**src/rtl/dcp_tx_fmt.sv**
```systemverilog
// dcp_tx_fmt: UART (8N1, LSB first) transmit back end for the debug command
// processors. Sends either one raw byte or a 32-bit word rendered as eight
// uppercase ASCII hex digits, MSB nibble first, then pulses ack_tx.
module dcp_tx_fmt #(
    parameter int unsigned DIV = 868
) (
    input  logic        clk,
    input  logic        rstn,
    input  logic        req_tx,
    input  logic        type_tx,
    input  logic [31:0] din_tx,
    output logic        ack_tx,
    output logic        busy,
    output logic        txd
);

    localparam int unsigned TMR_W  = (DIV > 1) ? $clog2(DIV) : 1;
    localparam int unsigned DATA_W = 32;
    localparam int unsigned CHAR_W = 8;
    localparam int unsigned NIB_W  = 4;
    localparam int unsigned IDX_W  = 3;

    typedef enum logic [2:0] {
        S_IDLE  = 3'd0,
        S_START = 3'd1,
        S_BITS  = 3'd2,
        S_STOP  = 3'd3,
        S_ACK   = 3'd4
    } state_t;

    state_t              state_q;
    logic [TMR_W-1:0]    tmr_q;
    logic [2:0]          bit_q;
    logic [IDX_W-1:0]    idx_q;
    logic [CHAR_W-1:0]   sh_q;
    logic                type_q;
    logic [DATA_W-1:0]   data_q;

    logic                tick;
    logic [NIB_W-1:0]    nib;
    logic [CHAR_W-1:0]   char_sel;

    // End of one bit period
    assign tick = (tmr_q == TMR_W'(DIV - 1));

    // Character for the current index: raw low byte, or the selected nibble as ASCII hex
    always_comb begin
        nib      = NIB_W'(data_q >> (5'd28 - {idx_q, 2'b00}));
        char_sel = data_q[CHAR_W-1:0];
        if (type_q) begin
            if (nib < NIB_W'(10)) begin
                char_sel = 8'h30 + {4'h0, nib};
            end else begin
                char_sel = 8'h37 + {4'h0, nib};
            end
        end
    end

    // Frame sequencer with registered line, busy and ack outputs
    always_ff @(posedge clk or negedge rstn) begin
        if (!rstn) begin
            state_q <= S_IDLE;
            tmr_q   <= '0;
            bit_q   <= '0;
            idx_q   <= '0;
            sh_q    <= '0;
            type_q  <= 1'b0;
            data_q  <= '0;
            txd     <= 1'b1;
            ack_tx  <= 1'b0;
            busy    <= 1'b0;
        end else begin
            ack_tx <= 1'b0;
            case (state_q)
                S_IDLE: begin
                    txd  <= 1'b1;
                    busy <= 1'b0;
                    if (req_tx) begin
                        type_q  <= type_tx;
                        data_q  <= din_tx;
                        idx_q   <= '0;
                        tmr_q   <= '0;
                        txd     <= 1'b0;
                        busy    <= 1'b1;
                        state_q <= S_START;
                    end
                end

                S_START: begin
                    if (tick) begin
                        tmr_q   <= '0;
                        bit_q   <= '0;
                        txd     <= char_sel[0];
                        sh_q    <= {1'b0, char_sel[CHAR_W-1:1]};
                        state_q <= S_BITS;
                    end else begin
                        tmr_q <= tmr_q + TMR_W'(1);
                    end
                end

                S_BITS: begin
                    if (tick) begin
                        tmr_q <= '0;
                        if (bit_q == 3'd7) begin
                            txd     <= 1'b1;
                            state_q <= S_STOP;
                        end else begin
                            bit_q <= bit_q + 3'd1;
                            txd   <= sh_q[0];
                            sh_q  <= {1'b0, sh_q[CHAR_W-1:1]};
                        end
                    end else begin
                        tmr_q <= tmr_q + TMR_W'(1);
                    end
                end

                S_STOP: begin
                    if (tick) begin
                        tmr_q <= '0;
                        if (type_q && (idx_q != IDX_W'(7))) begin
                            idx_q   <= idx_q + IDX_W'(1);
                            txd     <= 1'b0;
                            state_q <= S_START;
                        end else begin
                            ack_tx  <= 1'b1;
                            state_q <= S_ACK;
                        end
                    end else begin
                        tmr_q <= tmr_q + TMR_W'(1);
                    end
                end

                S_ACK: begin
                    busy    <= 1'b0;
                    state_q <= S_IDLE;
                end

                default: begin
                    txd     <= 1'b1;
                    busy    <= 1'b0;
                    state_q <= S_IDLE;
                end
            endcase
        end
    end

endmodule

```
**config.mk**
```make
export PLATFORM = sky130hd
export DESIGN_NAME = dcp_tx_fmt
export DESIGN_NICKNAME = d
export VERILOG_FILES = /design/src/rtl/dcp_tx_fmt.sv
export SDC_FILE = /design/constraint.sdc
export NUM_CORES = 1
export LEC_CHECK = 0
export ABC_AREA = 1
export CAP_MARGIN = 10
export CORE_MARGIN = 2
export CORE_UTILIZATION = 60
export CTS_CLUSTER_SIZE = 24
export DETAILED_ROUTE_END_ITERATION = 10
export PLACE_DENSITY = 0.9
export SLEW_MARGIN = 10
export SYNTH_ARGS = -nofsm -noshare
export SYNTH_HDL_FRONTEND = slang
export SYNTH_SLANG_ARGS = --single-unit
```
**constraint.sdc**
```tcl
create_clock -name clk -period 3 [get_ports clk]
set_input_delay 0.3 -clock clk [delete_from_list [all_inputs] [get_ports clk]]
set_output_delay 0.3 -clock clk [all_outputs]
set_load 0.02 [all_outputs]
```
Yosys cells after proc, flatten, opt, wreduce, memory -nomap -nowiden
Index checks and enable logic that the tools add are counted.
- register bits: 63
- output and inout bits: 3
- input port bits: 36
- logic and storage cells: 81
- add/sub/neg operators: 6
- reductions and logical operators: 12
- bitwise operators: 1
- multiplexer cells: 36
- equality and inequality tests: 14
- magnitude comparators: 1
- shift operators: 1
- operators by type and width (cell ; count):
    $mux W3 ; 12
    $mux W8 ; 4
    $shr A32 B5 Y4 ; 1
    $mux W10 ; 2
    $pmux W10 S2 ; 1
    $pmux W8 S2 ; 1
    $add A6 B4 Y7 const A ; 2
    $ne A2 B2 Y1 const B ; 7
    $pmux W3 S2 ; 2
    $pmux W3 S4 ; 1
    $add A10 B1 Y10 const B ; 1
    $eq A10 B10 Y1 const B ; 1
    $mux W1 ; 10
    $reduce_and A5 Y1 ; 2
    $reduce_and A4 Y1 ; 2
    $mux W7 ; 1
    $add A3 B1 Y3 const B ; 2
    $eq A3 B2 Y1 const B ; 2
    $eq A3 B3 Y1 const B ; 2
    $reduce_bool A2 Y1 ; 3
    $pmux W1 S5 ; 1
    $sub A5 B5 Y5 const A ; 1
    $lt A4 B4 Y1 const B ; 1
    $reduce_and A2 Y1 ; 2
    other kinds (7) ; 7

Logic depth before layout (Yosys ltp)
Gate-level depths: netlist of the first run.
- depth after elaboration: 7
- mapped depth: 12
- gate-level depth less buffers: 11

Worst setup path before layout of the first run
No wires, ideal clock.
- kind: reg-to-reg
- from: register idx_q[0]
- to: register sh_q[1]
- clock period less this slack: 1.594 ns
- library setup time: 0.077 ns
- data arrival time: 1.517 ns
- path slack: 1.406 ns
- stages on the path, launching flop included: 12
- required time: 2.923 ns
- path buffers: 1
- cell sequence: dfrtp_1 > buf_4 > nor2_1 > nor2_1 > o21ai_0 > nand3_1 > nand2_1 > ha_1 > or2_0 > nand3_1 > nand2_1 > a21oi_1
- longest elaborated chain between the ends: 7
- elaborated cells on any way between the ends: 9
- those cells by class: add/sub: 3; order compare: 1; shift: 1; mux: 4
- ends and longest elaborated chain (element ; RTL line ; text):
    start, declared ; 34 ; logic [IDX_W-1:0] idx_q;
    start signal, assigned ; 121 ; idx_q <= idx_q + IDX_W'(1);
    $sub A5 B5 Y5 (*) ; 48 ; nib = NIB_W'(data_q >> (5'd28 - {idx_q, 2'b00}));
    $shr A32 B5 Y4 (*) ; 48 ;
    $add A6 B4 Y7 (tied with other cells) ; 54 ; char_sel = 8'h37 + {4'h0, nib};
    $mux W7 (*) ; 51 ; if (nib < NIB_W'(10)) begin
    $mux W8 (*) ; 50 ; if (type_q) begin
    $mux W8 (*) ; 90 ; if (tick) begin
    $pmux W8 S2 (*) ; 74 ; case (state_q)
    end signal, assigned ; 94 ; sh_q <= {1'b0, char_sel[CHAR_W-1:1]};
    end signal, assigned ; 110 ; sh_q <= {1'b0, sh_q[CHAR_W-1:1]};
    end, declared ; 35 ; logic [CHAR_W-1:0] sh_q;
Mark *: on every way between the ends. The rest lies on a longest branch, timed or not. The select of a mux whose other input is x is not followed.
A chain may end at the register's enable or synchronous reset.

Worst setup path in the final report of the first run
Ends and elaborated chain as after synthesis.

==> impl_metrics.json, run 1 <==
{
  "seq_area_frac_synth": 0.475,
  "finalCritPeriodShare": 0.709,
  "fin_nets": 491,
  "finalPower_mw": 3.60,
  "critPathArrivalTime_ns": 2.39,
  "io_buffer_count": 38,
  "grt_setup_unrepaired": "no",
  "ios": 39,
  "fin_hold_ws_ns": 0.107,
  "clk_path_buf_depth": 2,
  "syn_area_per_cell_um2": 7.97,
  "hp-class": "in -> async",
  "fmax_ghz": 0.470,
  "worst-slew-pin-transition_ns": 0.764,
  "n_antenna_cell": 0,
  "vias_per_cell": 5.28,
  "grt_first_pass_wirelength_um": 11700,
  "cts-hold-fix-buffers": 0,
  "yosys_warnings": 0,
  "syn_nets": 452,
  "die_h_um": 77.8,
  "period_minus_slack_ns": 2.13,
  "htree_levels": 3,
  "leakage_nw": 1.84,
  "drt_wl_total_um": 6680,
  "end_kind": "register",
  "cp.required_ns": 3.26,
  "drc": 0,
  "cts_setup_buffers": 0,
  "dpl_cell_area_um2": 3650,
  "cts_tree": "built",
  "syn_inst": 410,
  "antenna_found_initial": 0,
  "cap_violations": 0,
  "slew_violations": 0,
  "die_area_um2": 6050,
  "grt_pass1_vias": 2739,
  "detail_route.wl_per_cell_um": 12.7,
  "tns_ns": 0,
  "synth.cell_area_um2": 3270,
  "vias": 2769,
  "setup_slack_ns": 0.873,
  "start_util": 0.632,
  "layout-drive-gt1-share": 0.121,
  "place_ws_ns": 0.908,
  "grt_max_degree": 63,
  "final_area_um2": 3820,
  "clockRootBuffer": "clkbuf_8",
  "ir_worst_vdd_mv": 0.712,
  "worst-setup-path-type": "reg -> reg",
  "rows": 26,
  "yosysUniqueCellTypes": 40,
  "syn2layout_area_growth_pct": 16.9,
  "ant_nets": 0,
  "die_w_um": 77.8,
  "place_hpwl_um": 4820,
  "core_area_um2": 5170,
  "setup_viol_count_final": 0,
  "cts_buffers": 9,
  "cts.sinks": 62,
  "cts_resized": 0,
  "grt_usage": 0.243,
  "finalClockSkew_ns": 0.00582,
  "critPathMaxFanout": 22,
  "outcome": "completed",
  "drtIter0Drc": 181,
  "clk_pin_slew_worst_paths_ns": 0.07,
  "dr.pass1.iters": 4,
  "clkLatencyLatePin_ns": 0.34,
  "overflow": 0,
  "start_kind": "register",
  "gp_congestion": 0.905,
  "slew-limit-headroom": 0.491,
  "hold_violations": 0,
  "p_per_area_nw_per_um2": 943,
  "ys_seq_elements": 62
}
[worst paths after layout]
path / start / to / slack (ns) / cells past startpoint
worst max-delay path: idx_q[0] / sh_q[1] / 0.87 / 10
worst min-delay path: rstn / data_q[15] / 0.11 / 2
worst max register to register: idx_q[0] / sh_q[1] / 0.87 / 10
worst min register to register: data_q[16] / data_q[16] / 0.48 / 2
max in group asynchronous: rstn / bit_q[0] / 2.38 / 2
min in group clk: data_q[16] / data_q[16] / 0.48 / 2
[state kept, by name (all words and copies together), names as in the netlist]
signal / count
data_q: 32
tmr_q: 10
sh_q: 7
bit_q: 3
idx_q: 3
state_q: 3
ack_tx: 1
busy: 1
txd: 1
type_q: 1
[cells in the mapped netlist (all sizes together)]
| cell | number | share of area |
|---|---|---|
| nand2 | 126 | 0.16 |
| nand3b | 2 | 0.0046 |
| buf | 10 | 0.026 |
| nor3 | 2 | 0.0046 |
| xor2 | 2 | 0.0054 |
| o211ai | 1 | 0.0023 |
| o31ai | 1 | 0.0023 |
| nand3 | 28 | 0.044 |
| nand4 | 2 | 0.0084 |
| o21ai | 46 | 0.072 |
| dfrtp | 61 | 0.47 |
| a21oi | 10 | 0.015 |
| a211oi | 1 | 0.0023 |
| inv | 53 | 0.061 |
| a221oi | 3 | 0.0080 |
| clkbuf | 2 | 0.0023 |
| o2111ai | 1 | 0.0027 |
| a22oi | 2 | 0.0061 |
| o21a | 1 | 0.0023 |
| o22ai | 5 | 0.0096 |
| ha | 6 | 0.023 |
| dfstp | 1 | 0.0080 |
| or2 | 1 | 0.0019 |
| clkinv | 1 | 0.0011 |
| nor2 | 40 | 0.059 |
| a22o | 1 | 0.0027 |
| a31o | 1 | 0.0027 |
[through the flow]
| step | utilization | std cells |
|---|---|---|
| floorplan | - | 410 |
| global placement | 0.706 | 508 |
| detailed placement | 0.706 | 508 |
| CTS | 0.739 | 524 |
| global route | 0.739 | 524 |
| finish | 0.739 | 524 |
[cell type report]
cell class | count | area [um2]
clock inverters | 5 | 25.0
repair buffers | 40 | 390
multi-input cells | 282 | 1420
flip-flops and latches | 62 | 1550
inverters | 54 | 203
well taps | 70 | 87.6
fillers | 382 | 1350
clock buffers | 11 | 141
[cells in the final DEF (no fill, tap or decap), types with 2 or more instances in the layout]
cell type / instances
nor2_4: 4
clkinv_2: 5
buf_4: 2
clkbuf_8: 10
nor2_2: 5
nand2_1: 114
inv_2: 10
a21oi_1: 10
xor2_1: 2
a221oi_1: 3
clkdlybuf4s50_1: 37
dfrtp_1: 61
nor2_1: 31
nand3_1: 27
o21ai_1: 4
nand2_2: 11
o22ai_1: 5
nand3b_1: 2
ha_1: 6
inv_1: 43
o21ai_0: 41
[kinds of logic after synthesis]
logic type                 Yosys count  share of synthesized area
and+or+nand+nor                    201                      0.278
AOI/OAI and AO/OA                   73                      0.128
adders and majority gates            6                     0.0230
buffers and inverters               66                     0.0904
DFF                                 62                      0.475
xor gates and xnor gates             2                    0.00536
[routing by layer]
metal	global-route usage	up-vias	part of all wire
met5	0	-	0
met4	0.0875	0	0.019
met3	0.0628	14	0.046
met2	0.395	71	0.47
met1	0.314	1286	0.46
li1	-	1398	-
[critical path: stages, from the launching register on]
cell and delay, ns:
dfrtp_1 0.74, inv_2 0.26, nand2_1 0.11, nand3_1 0.07, nand3_1 0.12, nand2_2 0.07
ha_1 0.19, or2_0 0.22, nand3_1 0.08, nand2_1 0.05, a21oi_1 0.12
[where the power goes]
group          switching, mW  total, mW  internal [mW]
clock network          0.315      0.629          0.315
logic                   1.07       1.64          0.571
registers              0.206       1.33           1.13
total                   1.59       3.60           2.01
Note: power is estimated with default switching activity, not from simulation.
==> run 2: changes to the inputs <==
--- a/config.mk
+++ b/config.mk
@@ -8,10 +8,10 @@
 export ABC_AREA = 1
 export CAP_MARGIN = 10
 export CORE_MARGIN = 2
-export CORE_UTILIZATION = 60
+export CORE_UTILIZATION = 50
 export CTS_CLUSTER_SIZE = 24
 export DETAILED_ROUTE_END_ITERATION = 10
-export PLACE_DENSITY = 0.9
+export PLACE_DENSITY = 0.81
 export SLEW_MARGIN = 10
 export SYNTH_ARGS = -nofsm -noshare
 export SYNTH_HDL_FRONTEND = slang
==> constraint.sdc (replaced) <==
create_clock -name clk -period 1.7 [get_ports clk]
set_input_delay 0.17 -clock clk [delete_from_list [all_inputs] [get_ports clk]]
set_output_delay 0.17 -clock clk [all_outputs]
set_load 0.02 [all_outputs]
==> impl_metrics.json, run 2 (synthesis gave the netlist of run 1 again) <==
{
  "vias": 2909,
  "worst-slew-pin-transition_ns": 0.338,
  "cap_violations": 0,
  "drt_wl_total_um": 7720,
  "antenna_found_initial": 0,
  "io_buffer_count": 38,
  "fmax_ghz": 0.585,
  "violations": "setup timing",
  "grt_pass1_vias": 2934,
  "rows": 29,
  "crit_family": "flip-flops",
  "finalCritPeriodShare": 1.01,
  "die_w_um": 84.8,
  "detail_route.wl_per_cell_um": 13.8,
  "fin_util": 0.659,
  "overflow": 0,
  "grt_first_pass_wirelength_um": 13100,
  "top_regs": "data_q x32, tmr_q x10, sh_q x7",
  "grt_setup_unrepaired": "yes",
  "clk_pin_slew_worst_paths_ns": 0.07,
  "leakage_nw": 1.99,
  "use_met3": 0.0574,
  "vias_per_cell": 5.19,
  "period_minus_slack_ns": 1.71,
  "clkLatencyLatePin_ns": 0.34,
  "clockRootBuffer": "clkbuf_8",
  "fin_nets": 520,
  "ant_nets": 0,
  "die_area_um2": 7200,
  "end_kind": "register",
  "cts.sinks": 62,
  "cp_cell_sequence": "buf_6 -> ha_2 -> ha_2 -> nor2_4 -> nor2_2 -> inv_2 -> nand2_2 -> inv_2 -> a31o_1 -> inv_1 -> a21oi_2",
  "worst-setup-path-type": "reg -> reg",
  "p_per_area_nw_per_um2": 1710,
  "start_kind": "register",
  "top_usage_layer": "met2",
  "hold_violations": 0,
  "die_h_um": 84.8,
  "slew_violations": 0,
  "layout-drive-gt1-share": 0.209,
  "clk_path_buf_depth": 2,
  "start_util": 0.515,
  "setup_viol_count_final": 2,
  "gr-usage-met1": 0.307,
  "drtIter0Drc": 157,
  "htree_levels": 3,
  "worst_path_max_delay_cell": "dfrtp_2",
  "place_hpwl_um": 5420,
  "largest_reg_flops": 32,
  "critPathMaxFanout": 5,
  "cts_buffers": 9,
  "outcome": "finished with violations",
  "critPathBufInv": 4,
  "mostFrequentLayoutCell": "nand2_1",
  "fin_hold_ws_ns": 0.161,
  "cp.required_ns": 1.97,
  "grt_max_degree": 32,
  "ios": 39,
  "setup_slack_ns": -0.0100,
  "final_area_um2": 4180,
  "drc": 0,
  "grt_usage": 0.230,
  "finalClockSkew_ns": 0.0108,
  "cpPeakStageDelay_ns": 0.46,
  "dr.pass1.iters": 4,
  "hp-class": "in -> async",
  "largest-register": "data_q",
  "met2_usage": 0.365,
  "core_area_um2": 6350,
  "ir_worst_vdd_mv": 1.04,
  "critPathArrivalTime_ns": 1.98,
  "cts_tree": "built",
  "slew-limit-headroom": 0.775,
  "gp_congestion": 0.927,
  "n_antenna_cell": 0,
  "dpl_cell_area_um2": 3830,
  "syn2layout_area_growth_pct": 28.0,
  "final_cell_mix": "nand2_1 (112), dfrtp_1 (58), inv_1 (42)"
}
[run 2: layer usage]
metal,vias to the layer above,part of all wire
li1,1449,-
met1,1366,0.46
met2,74,0.48
met3,20,0.041
met4,0,0.023
met5,-,0
[run 2: worst reg2reg max path, delay by kind of cell, from the launching register on]
kind | cells | cell delay [ns]
flip-flops | 1 | 0.46
adder cells (fa/ha/maj) | 2 | 0.36
buffers and inverters | 4 | 0.35
AND/OR/NAND/NOR | 3 | 0.24
AO/OA/AOI/OAI | 2 | 0.24
[run 2: where the power goes]
group | switching (mW) | leakage (nW) | internal [mW]
logic | 2.21 | 1.10 | 1.44
clock network | 0.560 | 0.0934 | 0.607
registers | 0.352 | 0.794 | 2.00
[run 2: path summary, 6_finish.rpt]
check | start | end | slack [ns] | cells past startpoint
max in group asynchronous | rstn | txd | 0.99 | 3
min | rstn | data_q[24] | 0.16 | 2
max | idx_q[0] | txd | -0.01 | 11
min in group clk | din_tx[24] | data_q[24] | 0.36 | 3
min reg2reg | sh_q[0] | sh_q[0] | 0.49 | 2
max reg2reg | idx_q[0] | txd | -0.01 | 11
[run 2: per-stage QoR]
step           total power, mW  worst slack (ns)  TNS [ns]  std cells
2_1_floorplan             4.57             0.106         0        410
3_3_place_gp              5.41            0.0176         0        534
3_5_place_dp              5.52           -0.0354   -0.0592        534
4_1_cts                   6.77          -0.00277  -0.00277        553
5_1_grt                   7.77            -0.118    -0.938        560
6_report                  7.17           -0.0100   -0.0117        560
[run 2: what timing repair did]
action / 4_1_cts / 5_1_grt
pin swaps: 1 / 20
buffers inserted: 1 / 7
cloned: 1 / 0
resized for setup: 7 / 25
hold buffers: 1 / 0
endpoints found under the hold margin: 61 / 0
setup endpoints to repair: 6 / 17
[run 2: layout make-up]
type                       instances  area (um2)
fill                             516        2170
sequential                        62        1560
multi-input combinational        282        1490
timing repair buffer              69         648
inverter                          54         210
clock buffer                      13         159
tap                               77        96.3
clock inverter                     3        18.8
==> run 3: changes to the inputs <==
--- a/config.mk
+++ b/config.mk
@@ -11,6 +11,7 @@
 export CORE_UTILIZATION = 50
 export CTS_CLUSTER_SIZE = 24
 export DETAILED_ROUTE_END_ITERATION = 10
+export GPL_ROUTABILITY_DRIVEN = 0
 export PLACE_DENSITY = 0.81
 export SLEW_MARGIN = 10
 export SYNTH_ARGS = -nofsm -noshare
==> results of run 3 <==
Same layout as run 2: the final DEF is identical, and so are final timing and power.
